**src/rtl/tdc_pkg.sv**
```systemverilog
// Shared types and helpers for the TDC measurement sequencer.
// Holds the state enum, default widths and width helper functions.
package tdc_pkg;

   localparam int TDC_COUNT_W = 8;

   typedef enum logic [2:0] {
      IDLE,
      START,
      WAIT_READY,
      CAPTURE,
      GAP,
      DONE
   } tdc_seq_state_t;

   // Accumulator wide enough to sum 2^n samples of cw bits without overflow.
   function automatic int acc_width(input int cw, input int n);
      return cw + n;
   endfunction

   // Timer holds (interval - 1), so clog2 of the largest interval fits.
   function automatic int timer_width(input int a, input int b,
                                      input int c);
      int m;
      m = a;
      if (b > m) m = b;
      if (c > m) m = c;
      return (m < 2) ? 1 : $clog2(m);
   endfunction

endpackage

```
**src/rtl/tdc_measure_sequencer_if.sv**
```systemverilog
// Handshake bundle between requester, sequencer and TDC.
// master: requester/TDC side; slave: sequencer side.
interface tdc_measure_sequencer_if
   import tdc_pkg::*;
#(
   parameter int COUNT_W = TDC_COUNT_W
) ();

   logic               req;
   logic               ack;
   logic               busy;
   logic [COUNT_W-1:0] result;
   logic               timeout_err;
   logic               tdc_start;
   logic               tdc_ready;
   logic [COUNT_W-1:0] tdc_count;

   modport master (
      output req, tdc_ready, tdc_count,
      input  ack, busy, result, timeout_err, tdc_start
   );

   modport slave (
      input  req, tdc_ready, tdc_count,
      output ack, busy, result, timeout_err, tdc_start
   );

endinterface

```
**src/rtl/tdc_cycle_timer.sv**
```systemverilog
// Loadable down-counter with zero flag for interval timing.
// Ports: clk, rst, load_i, val_i (load value), zero_o (count == 0).
module tdc_cycle_timer #(
   parameter int W = 10
) (
   input  logic         clk,
   input  logic         rst,
   input  logic         load_i,
   input  logic [W-1:0] val_i,
   output logic         zero_o
);

   logic [W-1:0] cnt_q;
   logic [W-1:0] cnt_d;

   always_comb begin
      cnt_d = cnt_q;
      if (load_i) begin
         cnt_d = val_i;
      end else if (cnt_q != '0) begin
         cnt_d = cnt_q - W'(1);
      end
   end

   always_ff @(posedge clk) begin
      if (rst) cnt_q <= '0;
      else     cnt_q <= cnt_d;
   end

   assign zero_o = (cnt_q == '0);

endmodule

```
**src/rtl/tdc_measure_sequencer.sv**
```systemverilog
// Runs a burst of 2^N_AVG_LOG2 TDC conversions and returns the average.
// Ports: clk, rst, bus (slave: req/ack/busy/result/err, tdc start/ready/count).
module tdc_measure_sequencer
   import tdc_pkg::*;
#(
   parameter int COUNT_W         = TDC_COUNT_W,
   parameter int N_AVG_LOG2      = 3,
   parameter int START_PULSE_CYC = 5,
   parameter int GAP_CYC         = 2,
   parameter int TIMEOUT_CYC     = 1000
) (
   input logic                    clk,
   input logic                    rst,
   tdc_measure_sequencer_if.slave bus
);

   localparam int AW = acc_width(COUNT_W, N_AVG_LOG2);
   localparam int TW = timer_width(START_PULSE_CYC, GAP_CYC,
                                   TIMEOUT_CYC);
   localparam int IW = N_AVG_LOG2 + 1;

   localparam logic [IW-1:0] N_SAMP = IW'(1 << N_AVG_LOG2);
   localparam logic [TW-1:0] T_START = TW'(START_PULSE_CYC - 1);
   localparam logic [TW-1:0] T_GAP =
      TW'((GAP_CYC > 0) ? GAP_CYC - 1 : 0);
   localparam logic [TW-1:0] T_TMO = TW'(TIMEOUT_CYC - 1);

   tdc_seq_state_t state_q, state_d;

   logic [AW-1:0]      acc_q, acc_d, acc_sum;
   logic [IW-1:0]      idx_q, idx_d, idx_inc;
   logic               seen_q, seen_d;
   logic [COUNT_W-1:0] res_q, res_d;
   logic               err_q, err_d;

   logic          t_load;
   logic [TW-1:0] t_val;
   logic          t_zero;

   tdc_cycle_timer #(.W(TW)) u_timer (
      .clk    (clk),
      .rst    (rst),
      .load_i (t_load),
      .val_i  (t_val),
      .zero_o (t_zero)
   );

   assign acc_sum = acc_q + AW'(bus.tdc_count);
   assign idx_inc = idx_q + IW'(1);

   always_comb begin
      state_d = state_q;
      acc_d   = acc_q;
      idx_d   = idx_q;
      seen_d  = seen_q;
      res_d   = res_q;
      err_d   = err_q;
      t_load  = 1'b0;
      t_val   = '0;
      unique case (state_q)
         IDLE: begin
            if (bus.req) begin
               acc_d   = '0;
               idx_d   = '0;
               seen_d  = 1'b0;
               t_load  = 1'b1;
               t_val   = T_START;
               state_d = START;
            end
         end
         START: begin
            if (!bus.tdc_ready) seen_d = 1'b1;
            if (t_zero) begin
               t_load  = 1'b1;
               t_val   = T_TMO;
               state_d = WAIT_READY;
            end
         end
         WAIT_READY: begin
            if (!bus.tdc_ready) seen_d = 1'b1;
            // A ready level never seen low since START is stale.
            if (bus.tdc_ready && seen_q) begin
               state_d = CAPTURE;
            end else if (t_zero) begin
               res_d   = '0;
               err_d   = 1'b1;
               state_d = DONE;
            end
         end
         CAPTURE: begin
            acc_d = acc_sum;
            idx_d = idx_inc;
            if (idx_inc == N_SAMP) begin
               res_d   = COUNT_W'(acc_sum >> N_AVG_LOG2);
               err_d   = 1'b0;
               state_d = DONE;
            end else if (GAP_CYC == 0) begin
               seen_d  = 1'b0;
               t_load  = 1'b1;
               t_val   = T_START;
               state_d = START;
            end else begin
               t_load  = 1'b1;
               t_val   = T_GAP;
               state_d = GAP;
            end
         end
         GAP: begin
            if (t_zero) begin
               seen_d  = 1'b0;
               t_load  = 1'b1;
               t_val   = T_START;
               state_d = START;
            end
         end
         DONE: begin
            state_d = IDLE;
         end
         default: begin
            state_d = IDLE;
         end
      endcase
   end

   always_ff @(posedge clk) begin
      if (rst) begin
         state_q <= IDLE;
         acc_q   <= '0;
         idx_q   <= '0;
         seen_q  <= 1'b0;
         res_q   <= '0;
         err_q   <= 1'b0;
      end else begin
         state_q <= state_d;
         acc_q   <= acc_d;
         idx_q   <= idx_d;
         seen_q  <= seen_d;
         res_q   <= res_d;
         err_q   <= err_d;
      end
   end

   assign bus.tdc_start   = (state_q == START);
   assign bus.busy        = (state_q != IDLE);
   assign bus.ack         = (state_q == DONE);
   assign bus.result      = res_q;
   assign bus.timeout_err = err_q;

endmodule

```
**src/flat_wrapper.sv**
```systemverilog
// flat-port wrapper written by rule: the top's interface ports become plain ports
module tdc_measure_sequencer_flat import tdc_pkg::*;
#(
   parameter int COUNT_W         = TDC_COUNT_W,
   parameter int N_AVG_LOG2      = 3,
   parameter int START_PULSE_CYC = 5,
   parameter int GAP_CYC         = 2,
   parameter int TIMEOUT_CYC     = 1000
)
  (clk, rst, bus_req, bus_tdc_ready, bus_tdc_count, bus_ack, bus_busy, bus_result, bus_timeout_err, bus_tdc_start);
  tdc_measure_sequencer_if #(.COUNT_W(COUNT_W)) bus_i ();
  input logic clk;
  input logic rst;
  input wire logic [$bits(bus_i.req)-1:0] bus_req;
  input wire logic [$bits(bus_i.tdc_ready)-1:0] bus_tdc_ready;
  input wire logic [$bits(bus_i.tdc_count)-1:0] bus_tdc_count;
  output wire logic [$bits(bus_i.ack)-1:0] bus_ack;
  output wire logic [$bits(bus_i.busy)-1:0] bus_busy;
  output wire logic [$bits(bus_i.result)-1:0] bus_result;
  output wire logic [$bits(bus_i.timeout_err)-1:0] bus_timeout_err;
  output wire logic [$bits(bus_i.tdc_start)-1:0] bus_tdc_start;
  assign bus_i.req = bus_req;
  assign bus_i.tdc_ready = bus_tdc_ready;
  assign bus_i.tdc_count = bus_tdc_count;
  assign bus_ack = bus_i.ack;
  assign bus_busy = bus_i.busy;
  assign bus_result = bus_i.result;
  assign bus_timeout_err = bus_i.timeout_err;
  assign bus_tdc_start = bus_i.tdc_start;
  tdc_measure_sequencer #(.COUNT_W(COUNT_W), .N_AVG_LOG2(N_AVG_LOG2), .START_PULSE_CYC(START_PULSE_CYC), .GAP_CYC(GAP_CYC), .TIMEOUT_CYC(TIMEOUT_CYC)) u_core (.clk(clk), .rst(rst), .bus(bus_i));
endmodule
```
**config.mk**
```make
export PLATFORM = sky130hd
export DESIGN_NAME = tdc_measure_sequencer_flat
export DESIGN_NICKNAME = d
export VERILOG_FILES = /design/src/rtl/tdc_pkg.sv /design/src/rtl/tdc_measure_sequencer_if.sv /design/src/rtl/tdc_cycle_timer.sv /design/src/rtl/tdc_measure_sequencer.sv /design/src/flat_wrapper.sv
export SDC_FILE = /design/constraint.sdc
export NUM_CORES = 1
export LEC_CHECK = 0
export ABC_AREA = 1
export CELL_PAD_IN_SITES_DETAIL_PLACEMENT = 1
export CELL_PAD_IN_SITES_GLOBAL_PLACEMENT = 1
export CORE_MARGIN = 3
export CORE_UTILIZATION = 40
export DETAILED_ROUTE_END_ITERATION = 10
export PLACE_DENSITY_LB_ADDON = 0.1
export SLEW_MARGIN = 20
export SYNTH_ARGS = -nofsm -noshare
export SYNTH_HDL_FRONTEND = slang
export SYNTH_SLANG_ARGS = --single-unit
export TNS_END_PERCENT = 100
```
**constraint.sdc**
```tcl
create_clock -name clk -period 2.23 [get_ports clk]
set_clock_uncertainty 0.05 [all_clocks]
set_input_delay 0.669 -clock clk [delete_from_list [all_inputs] [get_ports clk]]
set_output_delay 0.669 -clock clk [all_outputs]
set_load 0.02 [all_outputs]
```
# == Word-level counts from Yosys, hierarchy flattened ==
# Cells that the tools add are included.
# classes
addsub,3
n_reduce_logical,15
n_mux,34
eq_ne,14
# ops
operator,n
$pmux W10 S4,1
$mux W10,3
$mux W8,3
$pmux W11 S2,1
$mux W3,7
$pmux W8 S2,1
$pmux W3 S5,1
$reduce_and A4 Y1,3
$add A11 B8 Y11,1
$mux W1,11
$mux W11,1
$logic_not A10 Y1,1
$reduce_bool A10 Y1,1
$sub A10 B1 Y10 const B,1
$ne A2 B1 Y1 const B,4
$pmux W4 S2,1
$eq A3 B2 Y1 const B,2
$eq A3 B3 Y1 const B,2
$ne A2 B2 Y1 const B,3
$pmux W1 S3,2
$reduce_bool A2 Y1,3
$reduce_bool A3 Y1,2
$add A4 B1 Y4 const B,1
$eq A4 B4 Y1 const B,1
8 further kinds,9
# word_totals
reg_bits,38
word_cells,73
in_bits,12

# == Depth between registers and ports, before layout ==
# depth
word_depth,5
depth_mapped,11
ltp_nobuf,11

# == Hierarchy ==
# Synthesis repeated with hierarchy kept, for this count alone.
# hier_totals
cells_unflattened,379
area_unflattened_um2,2436.1
# modules_own_cells
module,instances,seq_area_each_um2,area_each_um2,cells_each
tdc_measure_sequencer,1,560.5,1719.1,257
tdc_cycle_timer,1,200.2,716.9,122

# == Worst setup path after synthesis ==
# No wires, ideal clock.
# synth_path
path_kind,input -> register
start,input bus_tdc_count[0]
end,register u_core.acc_q[10]
slack_ns,0.235
setup_ns,0.132
required_ns,2.048
stages,10
arrival_time_ns,1.813
path_buffers,0
path_cell_list,ha_1 > fa_1 > nand3_1 > nand2_1 > nand2_1 > nand2_1 > nand2_1 > nand2_1 > nand3_1 > a21oi_1
# synth_via
elab_chain_len,2
# synth_lines
element,line,rtl
from (decl),flat_wrapper.sv:16,input wire logic [$bits(bus_i.tdc_count)-1:0] bus_tdc_count;
$add A11 B8 Y11,tdc_measure_sequencer.sv:48,assign acc_sum = acc_q + AW'(bus.tdc_count);
$pmux W11 S2,tdc_measure_sequencer.sv:60,unique case (state_q)
to (signal assigned),tdc_measure_sequencer.sv:128,acc_q <= '0;
to (signal assigned),tdc_measure_sequencer.sv:135,acc_q <= acc_d;
to (decl),tdc_measure_sequencer.sv:30,"logic [AW-1:0] acc_q, acc_d, acc_sum;"
# No other way between the ends.
# A chain may end at the register's enable or synchronous reset.

# == Worst setup path in the final report ==
# layout_path
start,input bus_tdc_count[3]
end,register u_core.res_q[7] (netlist: u_core.bus.result[7])
# layout_via
elab_chain_len,3
# layout_lines
element,line,rtl
$add A11 B8 Y11,tdc_measure_sequencer.sv:48,
$mux W8,tdc_measure_sequencer.sv:93,if (idx_inc == N_SAMP) begin
$pmux W8 S2,tdc_measure_sequencer.sv:60,
to (signal assigned),tdc_measure_sequencer.sv:138,res_q <= res_d;
to (decl),tdc_measure_sequencer.sv:33,"logic [COUNT_W-1:0] res_q, res_d;"
# No other way between the ends. The select of a mux whose other input is x is not followed.

==> impl.org <==
** Floorplanning
- Die width :: 81.99 µm
- After floorplanning, the core was divided into 27 placement rows.
- The core region is ~5500 µm².
- Floorplan die area :: 6722 µm²
- The initial utilization of the core area, before any placement, comes to 0.4169.
- Die span in y :: 81.99 µm
- Boundary pin count :: 24

** Global routing
- Initial antenna violation count :: 0
- Entering global routing, the biggest net connects 22 pins.
- Sum of overflow across all layers after global routing :: 0
- The number of global-route vias before repair was 2210.
- Tot GR Track Use :: 0.1983
- The first global-routing pass estimated ~10000 µm of wire.

** Synthesis
- The mapped netlist covers about 2300 µm².
- Synthesis produced a netlist whose cell count is 344.
- Synth Area per Inst :: 6.714 µm²
- Proportion of synthesized chip area in sequential cells :: 0.3294
- After synthesis, the cell types taking the most area are dfxtp_1 (33%), nand2_1 (16%), a21oi_1 (7.4%), ha_1 (6.0%), inv_1 (5.5%).
- Yosys printed 0 warnings.
- Area fraction of the dominant cell type after synthesis :: 0.3294
- Net Count, Synth :: 368
- Yosys mapped the design onto 30 distinct sky130hd cell types.
- Cell type contributing the most total cell area after synthesis :: dfxtp_1
- Seq cells post-synth :: 38

** Final layout
- Post-route standard cell area excluding fillers :: ~2800 µm²
- Post-synthesis to final-layout area growth :: 22.48%
- Layout cell share with drive strength beyond 1 :: 0.1587
- Counting the fill cells in the layout gives 759.
- Antenna diode count :: 0
- Final cell utilization of the core :: 0.5106
- Across the whole layout, storage elements account for 760.7 µm².
- Highest-count cells in the layout ignoring fill and taps :: nand2_1 (98), dfxtp_1 (38), inv_1 (34)
- # nets final :: 401
- Leaving out fill and tap cells, the most frequent cell in the layout is nand2_1.
- Summing all multi-input logic gate instances after layout gives 1435 µm².

** Timing
- The clock period could shrink to 2.087 ns.
- Final Hold Viols :: 0
- Fin worst setup slack :: 0.1431 ns
- Maximum clock rate :: between 400 and 500 MHz
- Setup violations remaining at the end of the flow were counted as 0.
- After routing, the total negative slack on setup checks comes to 0 ns.
- Actual transition at the worst max-transition pin :: 0.5269 ns
- Worst slew margin relative to its limit :: 0.6483
- Max-slew violation count :: 0
- Final critical-path share of the clock period :: 0.9358

** Route
- In this run the remaining antenna-violating nets after routing total 0.
- DRT Pass-1 Iters :: 4
- Drt wl/cell :: 13.74 µm
- Via count :: around 2200
- Aggregate routed wire length :: 6183 µm
- In this run, the number of DRC markers left after iteration 0 of detailed routing was between 40 and 50.
- In the routed layout, each cell is associated on average with a via count of 4.967.
- For this run, design rule violations remaining after detail routing come to 0.

** Critical path
- The worst register-to-register path ends at u_core.bus.result[0]$_SDFFE_PP0P_.
- The slowest stage of the critical path belongs to the cell clkdlybuf4s50_1.
- Across all register-to-register paths, the minimum setup slack is 0.41 ns.
- Reg-to-reg critical path startpoint :: u_core.u_timer.cnt_q[0]$_SDFFE_PP0P_
- Nature of the critical path startpoint :: input port
- Startpoint-to-endpoint class of the critical path :: in2reg
- Counting cells, the worst reg-to-reg path comes to 11.
- Data on the critical path is required at its endpoint by 2.42 ns.
- Traced cell by cell, the critical path runs through clkdlybuf4s50_1 -> ha_1 -> a21oi_2 -> nand2_4 -> nand2_2 -> nand2_2 -> nand3_2 -> nand3_2 -> a21oi_2.
- Along the worst path, the maximum fanout reaches 5.
- Counting both buffers and inverters, the worst setup path holds a total of 1.
- Grouping stages by cell kind, the critical path spends the most delay in simple AND/OR/NAND/NOR gates.
- In this design, the stage delay of the slowest critical-path cell is 0.41 ns.
- Arrival time of data at the critical path endpoint :: 2.28 ns
- CP endpoint kind :: flop

** Clocking
- The clock tree synthesis step divided the H-tree into 2 levels.
- The tree is rooted in a clkbuf_8.
- Counting along the longest clock path gives a buffer depth of 2.
- Number of clock sinks seen by CTS :: 38
- Clock-pin slew was measured on the worst setup and hold paths at ~0.080 ns.
- TritonCTS built the clock tree.
- TritonCTS created 5 clock buffers.
- In this run, post-CTS hold repair placed 0 buffers.
- Clock network latency to the later pin of the worst-skew pair :: 0.30 ns
- Once the clock tree was built, the setup fixing pass inserted 0 buffers.

** Power
- Total design power :: 3.360 mW
- The analysis attributes to cell leakage a power of about 1.3 nW.
- Power density over cell area :: roughly 1200 nW/µm²
- Maximum VDD drop :: ~0.54 mV

** Hold path
- Count of cells along the worst hold path :: 2
- Tightest Hold Check Type :: reg2reg
- The worst hold path terminates at u_core.acc_q[6]$_SDFFE_PP0P_.
- Worst Hold Launch :: u_core.acc_q[6]$_SDFFE_PP0P_

** Place
- After detailed placement, the total cell area comes to around 2700 µm².
- OpenSTA, run right after detailed placement, puts the worst setup slack at -0.3533 ns.
- In this run the tool buffered the top-level ports with 23 buffer cells.
- Routability Congestion :: 0.8274
- Final HPWL from detailed placement :: 4594 µm

** Outcome
- The flow ran to the end, and the final reports show no timing, DRC or antenna violations.

** Job
- The tool flagged a number of max-cap violations equal to 0.
## routing by layer
layer / vias up / track usage / wire (µm)
li1: 1171 / - / -
met5: - / 0 / 0
met1: 1031 / 0.2550 / 3083
met2: 24 / 0.3304 / 2860
met3: 9 / 0.03618 / 130
met4: 0 / 0.06977 / 109
## metrics by stage
step / instances / hold WS (ns)
after global placement: 442 / 0.4045
final: 450 / 0.4218
after floorplan: 344 / 0.3929
after CTS: 450 / 0.4234
after detailed placement: 442 / 0.4115
after global routing: 450 / 0.4525
## power by group
group          switching (mW)  total [mW]  internal (mW)
Sequential              0.133       0.973          0.840
Clock                   0.260       0.510          0.250
Combinational            1.20        1.88          0.677
## synth_stat cells
library cell  number
nand2_1          101
dfxtp_1           38
a21oi_1           34
inv_1             34
nor2_1            33
nand3_1           22
ha_1              11
o21ai_0            9
nand4_1            8
inv_2              6
nand2_2            6
nand3_2            5
xor2_1             5
nand2_4            4
nand3b_1           4
nor2_2             4
clkbuf_1           3
inv_4              2
nor3_1             2
nor4_1             2
o21ai_1            2
a21boi_0           1
and2_1             1
buf_2              1
buf_4              1
fa_1               1
nand4_2            1
nor2_8             1
o21bai_1           1
xnor2_1            1
## final cells by class
cell class | instances | area share
Clock buffer | 7 | 0.03052
Clock inverter | 1 | 0.001769
Inverter | 42 | 0.05750
Multi-Input combinational cell | 259 | 0.5073
Sequential cell | 38 | 0.2689
Tap cell | 72 | 0.03184
Timing Repair Buffer | 31 | 0.1022
## worst max-delay path by stage
stage	cells past startpoint	end	slack [ns]	from
after floorplan	10	u_core.acc_q[10]$_SDFFE_PP0P_	0.24	bus_tdc_count[0]
after global placement	11	u_core.acc_q[10]$_SDFFE_PP0P_	-0.30	bus_tdc_count[0]
after detailed placement	10	u_core.bus.result[1]$_SDFFE_PP0P_	-0.35	bus_tdc_count[0]
after CTS	10	u_core.bus.result[7]$_SDFFE_PP0P_	0.05	bus_tdc_count[0]
after global routing	9	u_core.bus.result[0]$_SDFFE_PP0P_	-0.009	bus_tdc_count[2]
final	9	u_core.bus.result[7]$_SDFFE_PP0P_	0.14	bus_tdc_count[3]
## tightest hold or removal path: cells and delay by family, from the launching register on
kind,cells,cell delay (ns)
flops,1,0.32
compound gates,1,0.05
simple gates,1,0.06
## registers in the layout (all words and copies together), names as in the netlist
| name | count |
|---|---|
| u_core.acc_q | 11 |
| u_core.bus.result | 8 |
| u_core.bus.timeout_err | 1 |
| u_core.idx_q | 4 |
| u_core.seen_q | 1 |
| u_core.state_q | 3 |
| u_core.u_timer.cnt_q | 10 |
## cells by family after synthesis
kind of cell	synth area share
buffers and inverters	0.08071
flip-flops	0.3294
AND/OR/NAND/NOR	0.3949
adder cells (fa/ha/maj)	0.06826
XOR/XNOR	0.02275
AO/OA/AOI/OAI	0.1040
## repair_timing
item | CTS | global route
setup endpoints to repair | 8 | 11
pin swaps | 0 | 9
cloned | 0 | 0
resized for setup | 7 | 16
(Power assumes the default switching activity.)
